===== src/rtl/shifter_operand.sv =====
// Iterative shifter-operand unit: produces the ALU B operand and shifter carry
// from the operand-2 field, one shift/rotate step per clock.
module shifter_operand (
  input  logic        i_clk,
  input  logic        i_rst_n,
  input  logic        i_start,
  input  logic        i_imm_mode,
  input  logic [11:0] i_op2_field,
  input  logic [31:0] i_rm_val,
  input  logic        i_cin,
  output logic        o_busy,
  output logic        o_done,
  output logic [31:0] o_op2,
  output logic        o_cout
);

  // state   | meaning
  // S_IDLE  | waiting for start; result of last operation held
  // S_SHIFT | one step per clock until cnt reaches 0
  // S_DONE  | result valid, done pulsed for one cycle
  typedef enum logic [1:0] {S_IDLE, S_SHIFT, S_DONE} state_t;
  typedef enum logic [2:0] {K_LSL, K_LSR, K_ASR, K_ROR, K_RRX} kind_t;

  state_t      r_state;
  kind_t       r_kind;
  logic [31:0] r_w;
  logic        r_c;
  logic [5:0]  r_cnt;

  kind_t       w_ld_kind;
  logic [5:0]  w_ld_cnt;
  logic [31:0] w_ld_w;
  logic [4:0]  w_amt;
  logic [31:0] w_nxt_w;
  logic        w_nxt_c;

  always_comb begin
    w_amt     = i_op2_field[11:7];
    w_ld_kind = K_ROR;
    w_ld_cnt  = {1'b0, i_op2_field[11:8], 1'b0};
    w_ld_w    = {24'b0, i_op2_field[7:0]};
    if (!i_imm_mode) begin
      w_ld_w = i_rm_val;
      case (i_op2_field[6:5])
        2'b00: begin
          w_ld_kind = K_LSL;
          w_ld_cnt  = {1'b0, w_amt};
        end
        2'b01: begin
          w_ld_kind = K_LSR;
          w_ld_cnt  = (w_amt == 5'd0) ? 6'd32 : {1'b0, w_amt};
        end
        2'b10: begin
          w_ld_kind = K_ASR;
          w_ld_cnt  = (w_amt == 5'd0) ? 6'd32 : {1'b0, w_amt};
        end
        default: begin
          // ROR #0 encodes RRX: a single 33-bit rotate through carry
          w_ld_kind = (w_amt == 5'd0) ? K_RRX : K_ROR;
          w_ld_cnt  = (w_amt == 5'd0) ? 6'd1 : {1'b0, w_amt};
        end
      endcase
    end
  end

  always_comb begin
    w_nxt_w = r_w;
    w_nxt_c = r_w[0];
    case (r_kind)
      K_LSL: begin
        w_nxt_c = r_w[31];
        w_nxt_w = {r_w[30:0], 1'b0};
      end
      K_LSR:   w_nxt_w = {1'b0, r_w[31:1]};
      K_ASR:   w_nxt_w = {r_w[31], r_w[31:1]};
      K_ROR:   w_nxt_w = {r_w[0], r_w[31:1]};
      K_RRX:   w_nxt_w = {r_c, r_w[31:1]};
      default: w_nxt_w = r_w;
    endcase
  end

  always_ff @(posedge i_clk or negedge i_rst_n) begin
    if (!i_rst_n) begin
      r_state <= S_IDLE;
      r_kind  <= K_LSL;
      r_w     <= 32'd0;
      r_c     <= 1'b0;
      r_cnt   <= 6'd0;
    end else begin
      case (r_state)
        S_IDLE: begin
          if (i_start) begin
            r_kind  <= w_ld_kind;
            r_w     <= w_ld_w;
            r_c     <= i_cin;
            r_cnt   <= w_ld_cnt;
            r_state <= (w_ld_cnt == 6'd0) ? S_DONE : S_SHIFT;
          end
        end
        S_SHIFT: begin
          r_w   <= w_nxt_w;
          r_c   <= w_nxt_c;
          r_cnt <= r_cnt - 6'd1;
          if (r_cnt == 6'd1) r_state <= S_DONE;
        end
        S_DONE:  r_state <= S_IDLE;
        default: r_state <= S_IDLE;
      endcase
    end
  end

  assign o_busy = (r_state != S_IDLE);
  assign o_done = (r_state == S_DONE);
  assign o_op2  = r_w;
  assign o_cout = r_c;

endmodule


===== config.mk =====
export PLATFORM = sky130hd
export DESIGN_NAME = shifter_operand
export DESIGN_NICKNAME = d
export VERILOG_FILES = /design/src/rtl/shifter_operand.sv
export SDC_FILE = /design/constraint.sdc
export NUM_CORES = 1
export LEC_CHECK = 0
export CORE_AREA = 4 4 87 89
export CTS_CLUSTER_SIZE = 30
export DETAILED_ROUTE_END_ITERATION = 16
export DIE_AREA = 0 0 91 93
export HOLD_SLACK_MARGIN = 0.05
export PLACE_DENSITY = 0.77
export SLEW_MARGIN = 10
export SYNTH_ARGS = -nofsm -noshare
export SYNTH_HDL_FRONTEND = slang
export SYNTH_SLANG_ARGS = --single-unit

===== constraint.sdc =====
create_clock -name i_clk -period 1.63 [get_ports i_clk]
set_clock_uncertainty 0.05 [all_clocks]
set_input_delay 0.326 -clock i_clk [delete_from_list [all_inputs] [get_ports i_clk]]
set_output_delay 0.326 -clock i_clk [all_outputs]
set_load 0.03 [all_outputs]

-- After elaboration in Yosys (flattened, before gate mapping)
Cells that the tools add are included.
- register bits: 44
- bits in latches: 0
- RAM bits: 0
- memory bits (read-only): 0
- input port bits: 49
- output and inout port bits: 35
- word-level logic and storage cells: 54
- memories: 0
- $add $sub $neg: 1
- multipliers: 0
- div/mod/pow operators: 0
- $lt $le $gt $ge: 0
- equality and inequality tests: 14
- shift-type cells: 0
- mux-type cells: 20
- bitwise operators: 0
- reduce and logical (&&, ||, !) cells: 13
- operators by type and width (kind ; count):
    32-bit one-hot mux with 5 select lines ; 1
    32-bit two-way mux ; 2
    32-bit one-hot mux with 2 select lines ; 1
    6-bit one-hot mux with 2 select lines ; 2
    6-bit two-way mux ; 3
    3-bit one-hot mux with 3 select lines ; 1
    3-bit by 2-bit == test with 1-bit output (second input constant) ; 2
    6-bit by 1-bit == test with 1-bit output (second input constant) ; 1
    6-bit zero test ; 1
    2-bit two-way mux ; 3
    3-bit two-way mux ; 2
    2-bit inequality test (second input constant) ; 3
    6-bit by 1-bit inequality test with 1-bit output (second input constant) ; 1
    2-bit AND reduction ; 3
    6-bit by 1-bit subtractor with 6-bit output (second input constant) ; 1
    5-bit zero test ; 1
    5-bit two-way mux ; 1
    5-bit by 1-bit inequality test with 1-bit output (second input constant) ; 1
    2-bit by 1-bit == test with 1-bit output (second input constant) ; 2
    2-bit == test (second input constant) ; 2
    2-bit zero test ; 2
    2-bit one-hot mux with 2 select lines ; 1
    4-bit AND reduction ; 1
    2-bit nonzero test ; 2
    other kinds (7) ; 8

-- Logic depth before layout (Yosys ltp)
Gate-level depths: netlist of the first run.
- depth after elaboration: 8
- depth in mapped cells: 7
- gate-level depth less buffers: 6

-- Worst setup path after synthesis of the first run
No wires, ideal clock.
- kind: input -> register
- from: input port i_op2_field[5]
- to: register r_state[0]
- library setup time: 0.124 ns
- arrival: 1.706 ns
- data required time: 1.456 ns
- setup slack: -0.250 ns
- stages: 6
- buffers on the path: 0
- path through: inv_1 > ha_1 > or4_1 > nor3_1 > a21oi_1 > a211o_1
- longest elaborated chain between the ends: 8
- elaborated cells on any way between the ends: 10
- those cells by class: eq/ne (2); mux (5); reduce/logical (3)
- RTL lines (what ; line ; text):
    start, declared ; 8 ; input logic [11:0] i_op2_field,
    2-bit == test or 2-bit by 1-bit == test with 1-bit output (tied branches) ; 44 ; case (i_op2_field[6:5])
    2-bit OR reduction (no line) ; - ;
    6-bit one-hot mux with 2 select lines (*) ; 44 ;
    6-bit two-way mux (*) ; 42 ; if (!i_imm_mode) begin
    6-bit zero test (*) ; 97 ; r_state <= (w_ld_cnt == 6'd0) ? S_DONE : S_SHIFT;
    2-bit two-way mux (*) ; 97 ;
    2-bit two-way mux (*) ; 92 ; if (i_start) begin
    2-bit one-hot mux with 2 select lines (*) ; 90 ; case (r_state)
    end signal, assigned ; 97 ;
    end, declared ; 24 ; state_t r_state;
Every way passes the cells marked *; elsewhere a longest branch is shown, timed or not. The select of a mux whose other input is x is not followed.
A chain may end at the register's enable or synchronous reset.

-- Worst setup path in the final report of the first run
- from: register r_kind[1]
- to: register r_w[16] (netlist: o_op2[16])
- longest elaborated chain between the ends: 3
- elaborated cells on any way between the ends: 9
- those cells by class: eq/ne (5); mux (2); reduce/logical (2)
- RTL lines (what ; line ; text):
    start, declared ; 25 ; kind_t r_kind;
    start signal, assigned ; 93 ; r_kind <= w_ld_kind;
    3-bit == test, or another cell as far along ; 69 ; case (r_kind)
    32-bit one-hot mux with 5 select lines or 6-bit by 1-bit inequality test with 1-bit output (tied branches) ; - ;
    32-bit one-hot mux with 2 select lines or 3-bit AND reduction (tied branches) ; - ;
    end signal, assigned ; 94 ; r_w <= w_ld_w;
    end signal, assigned ; 101 ; r_w <= w_nxt_w;
    end, declared ; 26 ; logic [31:0] r_w;
Parallel ways exist; a longest one is shown, timed or not.

==> summary.md, run 1 <==
| Metric | Value |
|---|---|
| Sequential area share after synthesis | `0.373` |
| Worst vdd ir | `0.00114 V` |
| Largest net degree at the start of global routing | `45` |
| H-tree depth | `2` |
| Synth area leaders | `dfrtp_1 37%, o221ai_2 15%, mux2i_1 12%` |
| Clock sinks | `44` |
| Count leader, synth | `nand2_1` |
| Layout cells sized above 1 | `0.354` |
| Status | `finished, violations left` |
| Syn avg cell area | `10.2 um^2` |
| Clock slew at reported path FFs | `0.09 ns` |
| Syn Nets | `about 350` |
| Slew HR | `0.752` |
| Crit Path Max Fanout | `6` |
| Vias in the first global route | `approximately 2,800` |
| Total CTS buffers | `5` |
| Synthesized flop and latch total | `44` |
| Hold Fails Final Rpt | `0` |
| Critical path launch point | `r_kind[1]` |
| First-pass GRT wire length | `between 10,000 and 15,000 um` |
| RePlAce Congestion | `0.816` |
| Placement Setup Slack | `-0.755 ns` |
| Clock period minus worst slack | `1.69 ns` |
| Biggest area consumer among synthesized cells | `dfrtp_1` |
| Std-Cell Core Area | `0.00676 mm^2` |
| IO Pins | `84` |
| WP data required | `1.77 ns` |
| Synth Cell Area | `0.00295 mm^2` |
| Count of final max-slew check failures | `0` |
| Iteration count of the initial detailed-routing pass | `4` |
| Hold Crit Class | `in -> reg` |
| RSZ-0062 raised after global routing | `true` |
| RR Startpoint | `r_kind[1]` |
| Antenna cells | `0` |
| PortBufs | `83` |
| CTS tree | `yes` |
| Final ANT Viol Nets | `0` |
| GR Overflow Total | `0` |
| Die height | `93 um` |
| Placement row count | `30` |
| Finished Cell Area | `0.00460 mm^2` |
| Detailed Place HPWL | `6050 um` |
| Top-area cell type share of the netlist area | `0.373` |
| Initial antenna violation count | `0` |
| Placed Area | `0.00417 mm^2` |
| Post-route insts no fill | `487` |
| Root Buffer | `clkbuf_8` |
| Initial core utilization | `0.437` |
| Leak Pwr | `1.96 nW` |
| Post-route setup slack | `-0.0637 ns` |
| Top_reg_cell synth | `dfrtp_1` |
| Final worst-path cycle share | `1.04` |
| DR WL/cell | `18.6 um` |
| Placed insts | `468` |
| Crit path launch type | `register` |
| Power density over the cells | `around 1600 mW/mm^2` |
| Crit path DAT | `between 1.5 and 2 ns` |
| Yosys warning total | `0` |
| P&R area growth vs syn | `55.8%` |
| GRT Total Usage | `0.209` |
| Minimum hold slack | `0.422 ns` |
| Post-synth EDFFs | `0` |
| Distinct cells, synth | `45` |
| Power Total | `7.48 mW` |
| Via count | `2,820` |
| DR DRC count | `0` |
| Fmax | `590 MHz` |
| Buffer depth of the longest clock path | `2` |
| Die area | `roughly 0.0085 mm^2` |
| Worst skew pair latency | `0.31 ns` |
| Final #Nets | `461` |
| Iter 0 DRT Violations | `~120` |
| Synth async-reset ratio | `1.00` |
| Failing checks | `negative setup slack` |
| Setup violations, final | `25` |
| Worst Tran Pin Value | `approximately 0.37 ns` |
| Final WL | `9040 um` |
| Synth Instances | `290` |
| Hold Startpoint | `i_imm_mode` |
| Crit path capture type | `register` |
| Synth cell count leaders | `47 x nand2_1, 44 x dfrtp_1, 34 x mux2i_1` |
| Vias/cell | `5.79` |
| Setup CP Type | `reg -> reg` |
| Maxcap violations | `0` |
| Die width | `91 um` |
==> through the flow <==
| step | utilization | setup TNS [ns] |
|---|---|---|
| floorplan | - | -0.0523 |
| global placement | 0.616 | -14.83 |
| detailed placement | 0.616 | -15.92 |
| CTS | 0.640 | -0.551 |
| global route | 0.681 | -2.28 |
| finish | 0.681 | -0.522 |
==> final cells by class <==
cell class                 instances  area (um^2)
fill                             518         2150
multi-input combinational        217         2000
timing repair buffer             131         1260
sequential                        44         1100
tap                               80          100
clock buffer                       6         82.6
inverter                           7         46.3
clock inverter                     2         10.0
==> registers in the layout (all words and copies together), names as in the netlist <==
signal	count
o_op2	32
o_cout	1
r_cnt	6
r_kind	3
r_state	2
==> report_power, final <==
part / internal (mW) / switching [mW]
logic: 2.10 / 2.56
registers: 1.53 / 0.547
clock network: 0.339 / 0.402
==> per-layer routing <==
metal	wire length, um	vias up	track usage
met4	120	0	0.0678
li1	-	1331	-
met3	452	11	0.0378
met1	3820	1402	0.281
met5	0	-	0
met2	4650	76	0.342
==> final timing paths <==
kind | slack (ns) | cells past startpoint | to
setup reg to reg | -0.06 | 6 | o_op2[16]
hold reg to reg | 0.48 | 1 | r_cnt[5]
setup / recovery | -0.06 | 6 | o_op2[16]
hold / removal | 0.42 | 3 | r_kind[2]
max in group asynchronous | 0.83 | 3 | r_kind[2]
min in group asynchronous | 0.47 | 3 | o_op2[4]
==> critical path, stage by stage, from the launching register on <==
cell and delay (ns):
dfrtp_1 0.39, or2_4 0.29, xor2_4 0.16, buf_12 0.15, clkbuf_16 0.16, mux2i_1 0.24
o221ai_2 0.13
==> cell usage in the layout, fill, tap and decap left out, types with 3 or more instances in the layout <==
cell,count
clkbuf_8,6
o221ai_2,30
nand3b_1,4
mux2i_2,8
mux2i_1,13
or2_4,4
nand2_1,47
mux2_2,8
buf_6,6
nand3_1,24
mux2i_4,13
clkdlybuf4s50_1,43
buf_4,37
or2_2,3
o21ai_0,6
inv_1,4
dfrtp_1,44
dlygate4sd2_1,29
buf_12,4
o21ai_1,4
nor2_1,9
ha_1,4
a31oi_1,5
==> kinds of logic after synthesis <==
group                      synth area share
xor gates and xnor gates            0.00551
muxes                                 0.146
DFF                                   0.373
AOI/OAI and AO/OA                     0.233
and+or+nand+nor                       0.162
buffers and inverters                0.0551
adders and majority gates            0.0254
==> repair_timing <==
action                     CTS  global route
pin swaps                    8            20
setup endpoints to repair   72            40
hold buffers                 1             0
hold endpoints to repair    44             0
gates cloned                 1             4
gates resized for setup     65            44
buffers inserted             4             2
Note: power is estimated with default switching activity, not from simulation.
==> inputs of run 2 (changes only) <==
--- a/config.mk
+++ b/config.mk
@@ -5,12 +5,14 @@
 export SDC_FILE = /design/constraint.sdc
 export NUM_CORES = 1
 export LEC_CHECK = 0
-export CORE_AREA = 4 4 87 89
+export CELL_PAD_IN_SITES_DETAIL_PLACEMENT = 1
+export CELL_PAD_IN_SITES_GLOBAL_PLACEMENT = 1
+export CORE_AREA = 4 4 100 102
 export CTS_CLUSTER_SIZE = 30
 export DETAILED_ROUTE_END_ITERATION = 16
-export DIE_AREA = 0 0 91 93
+export DIE_AREA = 0 0 104 106
 export HOLD_SLACK_MARGIN = 0.05
-export PLACE_DENSITY = 0.77
+export PLACE_DENSITY_LB_ADDON = 0.1
 export SLEW_MARGIN = 10
 export SYNTH_ARGS = -nofsm -noshare
 export SYNTH_HDL_FRONTEND = slang
==> run 2 against run 1 <==
Net effect:
- the flow still finishes with violations (negative setup slack)
- worst setup slack got worse by 0.011 ns
- highest routed layer unchanged
- clock power rose by 28%
- flip-flop and latch count unchanged
- register-to-register slack hardly changed
- critical endpoint is now o_op2[11]
- sequential power hardly changed
- first-iteration DRC count decreased by 28%
- largest power group unchanged
- combinational power rose by 6.4%
- hold slack gained 0.00078 ns
- clock-buffer cell count rose by 1
==> summary.md, run 2 (same netlist as run 1, synthesis figures left out) <==
| Metric | Value |
|---|---|
| Switch Pwr | `3.64 mW (+3.6%)` |
| Slew HR | `0.741 (-0.0111)` |
| Via count | `2,789 (-1.1%)` |
| Critical path launch point | `r_kind[0]` |
| Final #Nets | `467 (+1.3%)` |
| Cells along the critical path | `or2_4, xor2_4, buf_12, clkbuf_16, mux2i_2, o221ai_2` |
| WHS Path Cells | `3 (unchanged)` |
| Placement row count | `35 (+17%)` |
| Power Total | `8.01 mW (+7.0%)` |
| Clk network pwr share | `0.119 (+0.020)` |
| Finished Cell Area | `0.00482 mm^2 (+4.6%)` |
| Power density over the cells | `1660 mW/mm^2 (+2.3%)` |
| Reg2reg path depth | `6 (unchanged)` |
| Met2 usage in global routing | `0.307 (-0.0346)` |
| Root Buffer | `clkbuf_8` |
| WP data required | `1.77 ns (about the same)` |
| Placement Setup Slack | `-0.804 ns (-0.0485 ns)` |
| P&R area growth vs syn | `63.1%` |
| DR DRC count | `0 (unchanged)` |
| GR peak layer | `met2` |
| Detailed Place HPWL | `6780 um (+12%)` |
| Count of final max-slew check failures | `0 (unchanged)` |
| Final WL | `10,100 um (+11%)` |
| First-pass GRT wire length | `16,300 um (+14%)` |
| Final core utilization | `0.529 (-0.152)` |
| RR Startpoint | `r_kind[0]` |
| Worst skew pair latency | `0.30 ns (about the same)` |
| Most frequent cells in the layout | `47 x nand2_1, 44 x dfrtp_1, 43 x clkdlybuf4s50_1` |
| Initial antenna violation count | `0 (unchanged)` |
| Final ANT Viol Nets | `0 (unchanged)` |
| Commonest non-fill, non-tap cell in the layout | `nand2_1` |
| Die width | `104 um (+14%)` |
| Vias in the first global route | `3,037 (+7.0%)` |
| Grt met3 use | `0.0322 (-0.00563)` |
| Clock slew at reported path FFs | `0.09 ns (about the same)` |
| RSZ-0062 raised after global routing | `true` |
| Status | `finished, violations left` |
| Sequential share of power | `0.262 (-0.016)` |
| IO Pins | `84 (unchanged)` |
| Setup TNS | `-1.02 ns (-0.497 ns)` |
| H-tree depth | `2 (unchanged)` |
| Worst Tran Pin Value | `0.388 ns (+0.0186 ns)` |
| Placed Area | `0.00426 mm^2 (+2.3%)` |
| Worst vdd ir | `0.000747 V (-34%)` |
| Post-route insts no fill | `524 (+7.6%)` |
| Crit Path Max Fanout | `6 (unchanged)` |
| Std-Cell Core Area | `0.00911 mm^2 (+35%)` |
| Leak Pwr | `2.00 nW (+2.1%)` |
| RePlAce Congestion | `0.730 (-10%)` |
| Setup CP Type | `reg -> reg` |
| Hold Crit Class | `in -> reg` |
| Fmax | `587 MHz (-0.64%)` |
| GRT Total Usage | `0.181 (-0.0278)` |
| GRT met1 Usage | `0.244 (-0.0372)` |
| CTS tree | `yes` |
| Buffer depth of the longest clock path | `2 (unchanged)` |
| Crit path capture type | `register` |
| Clock sinks | `44 (unchanged)` |
| Minimum hold slack | `0.422 ns (+0.000780 ns)` |
| Post-route setup slack | `-0.0746 ns (-0.0109 ns)` |
| Logic pwr share | `0.619 (-0.004)` |
| Maxcap violations | `0 (unchanged)` |
| PortBufs | `83 (unchanged)` |
| Layout cells sized above 1 | `0.385 (+0.0312)` |
| Sequential cell area | `0.00110 mm^2 (unchanged)` |
| DR WL/cell | `19.2 um (+3.5%)` |
| Hold Startpoint | `i_imm_mode` |
| Int Pwr | `4.37 mW (+10%)` |
| Total CTS buffers | `5 (unchanged)` |
| Clock period minus worst slack | `1.70 ns (+0.0109 ns)` |
| Failing checks | `negative setup slack` |
| Initial core utilization | `0.324 (-0.113)` |
| CP peak stage delay | `0.38 ns (about the same)` |
| Final worst-path cycle share | `1.05 (+0.00668)` |
| Largest net degree at the start of global routing | `45 (unchanged)` |
| Iter 0 DRT Violations | `85 (-28%)` |
| Reg-to-reg slack, setup | `-0.07 ns (about the same)` |
| Slowest CP cell | `dfrtp_1` |
| Crit path launch type | `register` |
| Crit path DAT | `1.84 ns (about the same)` |
| Placed insts | `503 (+7.5%)` |
| Switching Fraction | `0.454 (-0.0149)` |
| GR Overflow Total | `0 (unchanged)` |
| Max reg flops | `32 (unchanged)` |
| Hold Fails Final Rpt | `0 (unchanged)` |
| Die height | `106 um (+14%)` |
| Vias/cell | `5.32 (-8.1%)` |
| Filler instances | `1,009 (+95%)` |
| Die area | `0.0110 mm^2 (+30%)` |
| Area of the multi-input gates | `0.00207 mm^2 (+3.4%)` |
| Antenna cells | `0 (unchanged)` |
| Setup violations, final | `30 (+20%)` |
| Iteration count of the initial detailed-routing pass | `4 (unchanged)` |
[run 2: cell count changes in the layout (fill, tap and decap cells not counted), moves of 3 or more]
cell and delta:
mux2i_1 -4, buf_4 +3, clkbuf_2 +3, mux2i_4 +3
dlygate4sd2_1 -3
[run 2: power groups by stage]
stage | Clock (mW) | Sequential (mW) | Combinational [mW]
after floorplan | 0 | 2.52 | 2.22
after global placement | 0 | 1.98 | 4.35
after detailed placement | 0 | 1.99 | 4.42
after CTS | 0.982 | 1.97 | 4.41
after global routing | 1.03 | 2.18 | 5.35
final | 0.951 | 2.10 | 4.96
[run 2: critical path: cells and delay by family, from the launching register on]
kind,cells,cell delay [ns]
flip-flops,1,0.38
buffers and inverters,2,0.34
AND/OR/NAND/NOR,1,0.29
multiplexers,1,0.24
XOR/XNOR,1,0.18
AO/OA/AOI/OAI,1,0.10
[run 2: path summary, 6_finish.rpt]
check | endpoint
max | o_op2[11]
min | r_kind[2]
max reg2reg | o_op2[11]
min reg2reg | r_cnt[4]
max in group asynchronous | o_op2[8]
min in group asynchronous | r_cnt[3]
[run 2: cell type report]
class                      instances  share of cell area
inverter                           7             0.00961
clock buffer                       7              0.0200
clock inverter                     1             0.00624
multi-input combinational        217               0.429
tap                              111              0.0288
timing repair buffer             137               0.277
sequential                        44               0.229
[run 2: what timing repair did]
item                                   in CTS  in global routing
hold buffers                                1                  0
buffers inserted                            3                  5
pin swaps                                   4                 20
setup endpoints to repair                  71                 40
resized for setup                          64                 67
cloned                                      2                  3
endpoints found under the hold margin      44                  0
[run 2: metal layers]
metal / vias to the layer above / wire, um
met3: 8 / 306
met2: 46 / 5130
met1: 1391 / 4550
met5: - / 0
li1: 1344 / -
met4: 0 / 80
